## config.mk

```make
export PLATFORM = sky130hd
export DESIGN_NAME = sound_event_scheduler
export DESIGN_NICKNAME = d
export VERILOG_FILES = /design/src/rtl/audio_pkg.sv /design/src/rtl/sound_prio_encoder.sv /design/src/rtl/sound_event_scheduler.sv
export SDC_FILE = /design/constraint.sdc
export NUM_CORES = 1
export LEC_CHECK = 0
export BUFFER_PORTS_ARGS = -buffer_cell sky130_fd_sc_hd__buf_4
export CORE_ASPECT_RATIO = 1.1
export CORE_MARGIN = 2
export CORE_UTILIZATION = 43
export DETAILED_ROUTE_END_ITERATION = 7
export HOLD_SLACK_MARGIN = 0.02
export PLACE_DENSITY_LB_ADDON = 0.12
export SLEW_MARGIN = 20
export SYNTH_ARGS = -nofsm -noshare
export SYNTH_HDL_FRONTEND = slang
export SYNTH_SLANG_ARGS = --single-unit
```

## constraint.sdc

```tcl
create_clock -name clk -period 3.26 [get_ports clk]
set_clock_uncertainty 0.05 [all_clocks]
set_input_delay 0.326 -clock clk [delete_from_list [all_inputs] [get_ports clk]]
set_output_delay 0.326 -clock clk [all_outputs]
set_load 0.01 [all_outputs]
```

## src/rtl/audio_pkg.sv

```systemverilog
// audio_pkg: shared constants, lookup tables and state type for the sound event scheduler
// Event indices double as priorities (higher wins). KEY/DURATION are indexed by event.
package audio_pkg;
  localparam int unsigned EV_SHOT = 0;
  localparam int unsigned EV_ENEMY_DEAD = 1;
  localparam int unsigned EV_PLAYER_HIT = 2;
  localparam int unsigned EV_PLAYER_DEAD = 3;
  localparam logic [3:0] SILENT_KEY = 4'd15;
  localparam logic [3:0] KEY [4] = '{4'd1, 4'd3, 4'd2, 4'd4};
  localparam logic [7:0] DURATION [4] = '{8'd2, 8'd4, 8'd4, 8'd8};
  typedef enum logic [1:0] {IDLE, PLAY, GAP} sched_state_t;
  function automatic logic [3:0] key_of(input int unsigned idx);
    return idx == EV_SHOT ? KEY[0] : idx == EV_ENEMY_DEAD ? KEY[1] :
           idx == EV_PLAYER_HIT ? KEY[2] : idx == EV_PLAYER_DEAD ? KEY[3] : SILENT_KEY;
  endfunction
  // A zero table entry would never expire, so it plays for one tick instead.
  function automatic logic [7:0] dur_of(input int unsigned idx);
    logic [7:0] d;
    d = idx == EV_SHOT ? DURATION[0] : idx == EV_ENEMY_DEAD ? DURATION[1] :
        idx == EV_PLAYER_HIT ? DURATION[2] : idx == EV_PLAYER_DEAD ? DURATION[3] : 8'd1;
    return d == 8'd0 ? 8'd1 : d;
  endfunction
endpackage

```

## src/rtl/sound_prio_encoder.sv

```systemverilog
// sound_prio_encoder: highest-set-index encoder with valid flag
// Ports: req_i request vector; idx_o index of highest set bit; valid_o any bit set.
module sound_prio_encoder #(
  parameter int N = 4,
  parameter int IW = N > 1 ? $clog2(N) : 1
) (
  input  logic [N-1:0]  req_i,
  output logic [IW-1:0] idx_o,
  output logic          valid_o
);
  always_comb begin
    idx_o = '0;
    for (int i = 0; i < N; i++) if (req_i[i]) idx_o = IW'(i);
  end
  assign valid_o = |req_i;
endmodule

```

## src/rtl/sound_event_scheduler.sv

```systemverilog
// sound_event_scheduler: collects sound event pulses and plays one prioritised key at a time
// Ports: clk, resetN (sync, active-low), tick (slow strobe), event_req (request pulses),
// mute; sound_key/sound_on to the tone generator, busy, pending set, dropped pulse.
// Optional: AUDIO_SCHED_DROP_CNT_EN adds drop_count[7:0], a saturating count of preemptions.
module sound_event_scheduler
  import audio_pkg::*;
#(
  parameter int NUM_EVENTS = 4,
  parameter int DUR_W = 4,
  parameter int GAP_TICKS = 1
) (
  input  logic                  clk,
  input  logic                  resetN,
  input  logic                  tick,
  input  logic [NUM_EVENTS-1:0] event_req,
  input  logic                  mute,
  output logic [3:0]            sound_key,
  output logic                  sound_on,
  output logic                  busy,
  output logic [NUM_EVENTS-1:0] pending,
  output logic                  dropped
`ifdef AUDIO_SCHED_DROP_CNT_EN
  ,
  output logic [7:0]            drop_count
`endif
);
  localparam int IW = NUM_EVENTS > 1 ? $clog2(NUM_EVENTS) : 1;
  localparam logic [DUR_W-1:0] GAP_LD = DUR_W'(GAP_TICKS);
  sched_state_t state_q, state_d;
  logic [IW-1:0] g_q, g_d, top_idx;
  logic [DUR_W-1:0] cnt_q, cnt_d;
  logic [NUM_EVENTS-1:0] pend_q, pend_d, eff, clr;
  logic dropped_q, dropped_d, top_v, preempt, grant, last_tick;
  function automatic logic [NUM_EVENTS-1:0] onehot(input logic [IW-1:0] i);
    return NUM_EVENTS'(1) << i;
  endfunction
  function automatic logic [DUR_W-1:0] dur_ld(input logic [IW-1:0] i);
    return DUR_W'(dur_of(32'(i)));
  endfunction
  // Same-cycle requests join arbitration so a pulse reaches sound_key one clock later.
  assign eff = pend_q | event_req;
  sound_prio_encoder #(.N(NUM_EVENTS), .IW(IW)) u_enc (
    .req_i(eff),
    .idx_o(top_idx),
    .valid_o(top_v)
  );
  always_comb begin
    state_d = state_q;
    g_d = g_q;
    cnt_d = cnt_q;
    dropped_d = 1'b0;
    preempt = state_q == PLAY && top_v && top_idx > g_q;
    grant = (state_q == IDLE && top_v) || preempt;
    // While playing, a request for the current sound is a retrigger and never goes pending.
    clr = grant ? onehot(top_idx) : state_q == PLAY ? onehot(g_q) : '0;
    pend_d = eff & ~clr;
    last_tick = tick && cnt_q <= DUR_W'(1);
    case (state_q)
      IDLE: if (top_v) begin
        state_d = PLAY;
        g_d = top_idx;
        cnt_d = dur_ld(top_idx);
      end
      PLAY: if (preempt) begin
        g_d = top_idx;
        cnt_d = dur_ld(top_idx);
        dropped_d = 1'b1;
      end else if (event_req[g_q]) cnt_d = dur_ld(g_q);
      else if (last_tick) begin
        state_d = GAP_TICKS == 0 ? IDLE : GAP;
        cnt_d = GAP_LD;
      end else if (tick) cnt_d = cnt_q - DUR_W'(1);
      GAP: if (last_tick) begin
        state_d = IDLE;
        cnt_d = '0;
      end else if (tick) cnt_d = cnt_q - DUR_W'(1);
      default: state_d = IDLE;
    endcase
  end
  always_ff @(posedge clk)
    if (!resetN) begin
      state_q <= IDLE;
      g_q <= '0;
      cnt_q <= '0;
      pend_q <= '0;
      dropped_q <= 1'b0;
    end else begin
      state_q <= state_d;
      g_q <= g_d;
      cnt_q <= cnt_d;
      pend_q <= pend_d;
      dropped_q <= dropped_d;
    end
  assign sound_on = state_q == PLAY && !mute;
  assign sound_key = sound_on ? key_of(32'(g_q)) : SILENT_KEY;
  assign busy = state_q != IDLE;
  assign pending = pend_q;
  assign dropped = dropped_q;
`ifdef AUDIO_SCHED_DROP_CNT_EN
  logic [7:0] drop_cnt_q;
  always_ff @(posedge clk)
    if (!resetN) drop_cnt_q <= '0;
    else if (dropped_d && drop_cnt_q != 8'hFF) drop_cnt_q <= drop_cnt_q + 8'd1;
  assign drop_count = drop_cnt_q;
`endif
endmodule

```

======== Word-level counts from Yosys, hierarchy flattened ========
Index checks and enable logic that the tools add are counted.
operators by class
  equal/unequal tests ..................... 14
  $lt $le $gt $ge ......................... 3
  shift operators ......................... 2
  mux-type cells .......................... 39
  add/subtract/negate cells ............... 1
  bitwise logic cells ..................... 3
  reductions and logical operators ........ 20
operators by type and width
  kind                                                 count
  2-to-1 mux 4 bit                                     23
  2-to-1 mux 2 bit                                     9
  logical NOT 8 bit                                    2
  inequality test 2 bit, second input constant         6
  case mux 4 bit (3 select lines)                      1
  equality test 2 bit, second input constant           5
  << shifter 1 x 2 -> 4 bit, first input constant      2
  equality test 2 x 1 -> 1 bit, second input constant  3
  logical NOT 2 bit                                    3
  case mux 2 bit (3 select lines)                      1
  logical AND 1 bit                                    5
  AND reduction 5 bit                                  1
  bitwise AND 4 bit                                    1
  <= comparator 4 x 1 -> 1 bit, second input constant  1
  inverter 4 bit                                       1
  bitwise OR 4 bit                                     1
  case mux 2 bit (2 select lines)                      1
  AND reduction 2 bit                                  2
  nonzero test 2 bit                                   2
  OR reduction 4 bit                                   1
  subtractor 4 x 1 -> 4 bit, second input constant     1
  < comparator 2 x 3 -> 1 bit, second input constant   1
  2-to-1 mux 1 bit                                     3
  AND reduction 3 bit                                  1
  other kinds (5)                                      5
storage, ports and cells
  output and inout port bits .............. 11
  register bits after elaboration ......... 13
  logic and storage cells ................. 87
  input port bits ......................... 8

======== Longest topological paths before layout ========
  word-level depth ........................ 13
  gate-level depth with buffers ........... 9
  mapped depth without buffers ............ 9

======== By module ========
Synthesis repeated with hierarchy kept, for this count alone.
unflattened totals
  cell total of the unflattened synthesis .. 159
  area, all modules ....................... 1272.5 µm²
modules (own cells, without submodules)
  module                 seq. area each (µm²)  area an instance (µm²)  cells each  times used
  sound_event_scheduler  260.2                 1248.7                  155         1
  sound_prio_encoder     0.0                   23.8                    4           1

======== Least setup slack after synthesis ========
No wires, ideal clock.
  path kind ............................... reg2reg
  from .................................... reg pend_q[1], in the netlist pending[1]
  to ...................................... reg pend_q[1], in the netlist pending[1]
  path buffers ............................ 0
  cell stages (with the launch flop) ...... 10
  arrival ................................. 2.208 ns
  clock period less this slack ............ 2.372 ns
  library setup time ...................... 0.114 ns
  required time ........................... 3.096 ns
  slack ................................... 0.888 ns
  path through ............................ dfxtp_1 -> nor2_1 -> o31ai_1 -> inv_1 -> ha_1 -> nand2_1 -> o211ai_1 -> a21oi_2 -> nor2_1 -> a2111oi_0
between the ends
  word-level cells in the longest chain between the ends .. 10
  elaborated cells between the ends (all ways) .. 14
  classes of those cells .................. order compare: 1; shift: 1; mux: 4; bitwise: 3; reduce/logical: 5
RTL lines
  element                         RTL line                     source
  start, declared                 sound_event_scheduler.sv:32  logic [NUM_EVENTS-1:0] pend_q, pend_d, eff, clr;
  start signal, assigned          sound_event_scheduler.sv:91  pend_q <= pend_d;
  bitwise OR 4 bit (*)            sound_event_scheduler.sv:41  assign eff = pend_q | event_req;
  2-to-1 mux 1 bit                sound_prio_encoder.sv:13     for (int i = 0; i < N; i++) if (req_i[i]) idx_o = IW'(i);
  2-to-1 mux 2 bit (2 in series)  sound_prio_encoder.sv:13
  greater-than comparator 2 bit   sound_event_scheduler.sv:52  preempt = state_q == PLAY && top_v && top_idx > g_q;
  logical AND 1 bit               sound_event_scheduler.sv:52
  logical OR 1 bit                sound_event_scheduler.sv:53  grant = (state_q == IDLE && top_v) || preempt;
  2-to-1 mux 4 bit                sound_event_scheduler.sv:55  clr = grant ? onehot(top_idx) : state_q == PLAY ? onehot(g_q) : '0;
  inverter 4 bit                  sound_event_scheduler.sv:56  pend_d = eff & ~clr;
  bitwise AND 4 bit (*)           sound_event_scheduler.sv:56
Mark *: on every way between the ends. The rest lies on a longest branch, timed or not.
A chain may end at the register's enable or synchronous reset.

======== Worst setup path in the final report ========
  from .................................... reg pend_q[1], in the netlist pending[1]
  to ...................................... reg pend_q[3], in the netlist pending[3]
between the ends
  word-level cells in the longest chain between the ends .. 10
  elaborated cells between the ends (all ways) .. 14
  classes of those cells .................. order compare: 1; shift: 1; mux: 4; bitwise: 3; reduce/logical: 5
RTL lines
  element                         RTL line
  bitwise OR 4 bit (*)            sound_event_scheduler.sv:41
  2-to-1 mux 1 bit                sound_prio_encoder.sv:13
  2-to-1 mux 2 bit (2 in series)  sound_prio_encoder.sv:13
  greater-than comparator 2 bit   sound_event_scheduler.sv:52
  logical AND 1 bit               sound_event_scheduler.sv:52
  logical OR 1 bit                sound_event_scheduler.sv:53
  2-to-1 mux 4 bit (*)            sound_event_scheduler.sv:55
  inverter 4 bit (*)              sound_event_scheduler.sv:56
  bitwise AND 4 bit (*)           sound_event_scheduler.sv:56
Marked as above.

==> results.txt <==
In the detailed route, the total length drawn on met3 is 92 um. By area the synthesized netlist is led by ha_1 (22%), dfxtp_1 (22%), nand2_1 (7.1%). The classification of the worst setup path is reg -> reg. The post-detailed-placement half-perimeter wirelength came out at 2210 um. The effective utilization at floorplan came out at 0.460.

The final count of negative-setup-slack endpoints came out at 0. The share of the synthesized area in the top cell type came out at 0.224. The final wirelength is 2780 um.

The count of different cell masters after synthesis came out at 40. The total power density per cell area came out at 794 mW/mm^2. The number of antenna violations at the first check in global routing is 0. The wire length of the first global-routing pass is 4720 um. The routability congestion estimate from global placement came out at 0.856. The final clock period utilization by the worst path came out at 0.853. The share of flip-flops with an asynchronous set or reset came out at 0. The worst setup slack after layout came out at 0.480 ns.

The number of nets handed over by synthesis was 172. The pre-CTS setup slack came out at 0.423 ns. In the synthesized netlist, the number of instances is 143.

The largest driver fanout on the critical path came out at 10. The cell row count is 19. The post-CTS setup repair buffer count came out at 0. A synthesized cell averages 8.19 sq um. Data on the critical path is required at its endpoint by 3.36 ns. The total area inside the core boundary comes to 0.00254 sq mm.

The end-of-flow core utilization is 0.536. The number of nets with antenna violations after detailed routing is 0. The detailed router's first-iteration violation count came out at 26. The buffering stage count on the worst path with inverters included is 1. The antenna cell count is 0.

For this run, the number of Yosys warnings is 0. The area used by sequential logic in the layout came out at 260 sq um. Counting flops with a built-in enable in the synthesized netlist gives 0. The number of global-route vias before repair was 1009. The number of gates given a new drive strength after cts came out at 0. The area of all placed cells without fillers is 0.00136 sq mm. The die covers 0.00316 sq mm. The most numerous cell type found on the critical path is nor2_1.

The worst vdd rail ir drop is 0.470 mV. The detail-routed net length per standard cell is 14.3 um. The final-stage net count is 193. The worst setup path is launched from a register. The post-synthesis sequential area ratio is 0.222. Setup repair after global routing left no endpoint under its margin. After detailed placement, the total cell area comes to 0.00134 sq mm. The standard cell with the maximum stage delay on the critical path is o31ai_1. The highest metal layer carrying signal wires in the routed design is met4.

The overall track demand over capacity in global routing is 0.204. The total DRC errors in the routed layout came out at 0. The largest area contributor in the synthesized netlist is ha_1. The final-layout fill cell count came out at 269.

The critical path goes through nor2_1, o31ai_1, inv_1, ha_1, nand2_1, o211ai_1, a21oi_2, nor2_1, a2111oi_0. In this run the count of I/O pins placed on the die edge is 19. Across the run, the number of max-cap violations was 0. The later-pin clock latency in the skew report came out at 0.29 ns. Input and output buffers added on the ports amount to 18. The total negative slack is 0 ns. The clock tree buffer depth is 2. TritonCTS built the clock tree. The arrival time at the worst endpoint is 2.88 ns.

In this run, CTS created clock tree buffers numbering 3. The number of clock sinks came out at 13. In the final layout, the share of cells above drive strength 1 is 0.166. In the synthesized netlist the dominant register cell turns out to be dfxtp_1. The pin count of the biggest net entering global routing is 14. The sum of met2 wire segment lengths after detailed routing is 1340 um. The hold violation count in the final report came out at 0. The run finished with clean final reports.

For the pin with the worst max-slew slack, the measured transition is 0.638 ns. In this run the number of H-tree levels came out at 1. The cell family contributing the most delay on the critical path is compound AO/OA/AOI/OAI gates. The clock transition at the registers of the reported paths is 0.09 ns.

The worst pin sits at a relative slew slack of 0.573. The via count came out at 1070. The detailed router put a total of 1290 um of wire on met1. The chip width came out at 53.8 um. In this run the static leakage power is 0.588 nW. The largest single stage delay on the critical path is 0.47 ns. The worst hold path belongs to the class in -> reg. Relative to the synthesized area, the layout overhead comes to 16.5%. After global routing the overflow that remains totals 0.

The combined area of all synthesized cells is 0.00117 sq mm. The maximum achievable frequency is 0.360 GHz. The number of hold buffers added after CTS came out at 0. STA classifies the critical path endpoint as a register. The flip-flop and latch count after synthesis came out at 13. The overall die height came out at 58.7 um.

The tree is rooted in a clkbuf_4. The overall power consumption came out at 0.00108 W. The smallest clock period supported by the final layout is computed as 2.78 ns.

The mean number of vias per cell is 5.52. The final-report max-slew violation count is 0. The area used by multi-input combinational logic is 866 sq um. The first TritonRoute pass finished after 4 iterations.
[cell usage after synthesis, types with 2 or more instances]
cell       number
nor2_1         14
nand2_1        22
o21ai_0        14
o211ai_1        2
a21oi_1         4
nand2b_1        4
a2111oi_0       3
nand3b_1        2
a221oi_1        2
mux2i_1         3
nor2b_1         2
inv_1          10
nor3_1          2
dfxtp_1        13
ha_1           21
[kinds of logic (layout without fill, tap and decap cells)]
| kind of cell | Yosys count | in the layout | share of synthesized area |
|---|---|---|---|
| multiplexers | 4 | 4 | 0.0449 |
| AO/OA/AOI/OAI | 37 | 37 | 0.221 |
| XOR/XNOR | 1 | 1 | 0.00748 |
| adder cells (fa/ha/maj) | 21 | 21 | 0.224 |
| buffers and inverters | 12 | 32 | 0.0385 |
| flip-flops | 13 | 13 | 0.222 |
| AND/OR/NAND/NOR | 55 | 55 | 0.241 |
[registers in the layout, summed over array words and instances (netlist names)]
signal   cells
state_q      2
cnt_q        4
dropped      1
pending      4
g_q          2
[layer usage]
metal | vias to the layer above | track usage
met5 | - | 0
met4 | 0 | 0.103
met3 | 6 | 0.0305
met2 | 19 | 0.305
met1 | 489 | 0.281
li1 | 556 | -
[layout make-up]
type / count / area share
repair buffers: 18 / 0.0991
flip-flops and latches: 13 / 0.191
multi-input cells: 118 / 0.635
clock buffers: 4 / 0.0193
inverters: 10 / 0.0275
well taps: 31 / 0.0284
[worst reg2reg max path, cell delays in order, from the launching register on]
cell and delay, ns:
dfxtp_1 0.38, nor2_1 0.07, o31ai_1 0.47, inv_1 0.23, ha_1 0.32, nand2_1 0.08, o211ai_1 0.16, a21oi_2 0.38
nor2_1 0.09, a2111oi_0 0.42
[through the flow]
stage,hold WS (ns),cells
after global placement,0.435,190
after global routing,0.291,194
after CTS,0.267,194
after floorplan,0.418,143
final,0.284,194
after detailed placement,0.451,190
[layout by cell type, fill, tap and decap left out, types with 2 or more instances in the layout]
cell,count
clkbuf_4,3
nor2_1,14
ha_1,21
nand2_1,22
nand3b_1,2
inv_1,10
dfxtp_1,13
a2111oi_0,3
a21oi_1,4
mux2i_1,3
a221oi_1,2
o21ai_0,14
nor2b_1,2
nand2b_1,4
o211ai_1,2
nor3_1,2
buf_4,18
[report_power, final]
part | total [W] | switching (W) | internal [W] | leakage, nW
combinational | 0.000691 | 0.000398 | 0.000293 | 0.466
clock | 0.000109 | 0.0000614 | 0.0000476 | 0.0150
sequential | 0.000283 | 0.0000685 | 0.000214 | 0.108
total | 0.00108 | 0.000528 | 0.000555 | 0.588
[worst paths after layout]
kind | cells after the start | to | from | slack (ns)
worst max-delay path | 9 | pending[3] | pending[1] | 0.48
worst min-delay path | 3 | cnt_q[3] | resetN | 0.28
worst max register to register | 9 | pending[3] | pending[1] | 0.48
worst min register to register | 2 | state_q[0] | state_q[0] | 0.46
No activity file was read; power rests on OpenSTA's default activity.
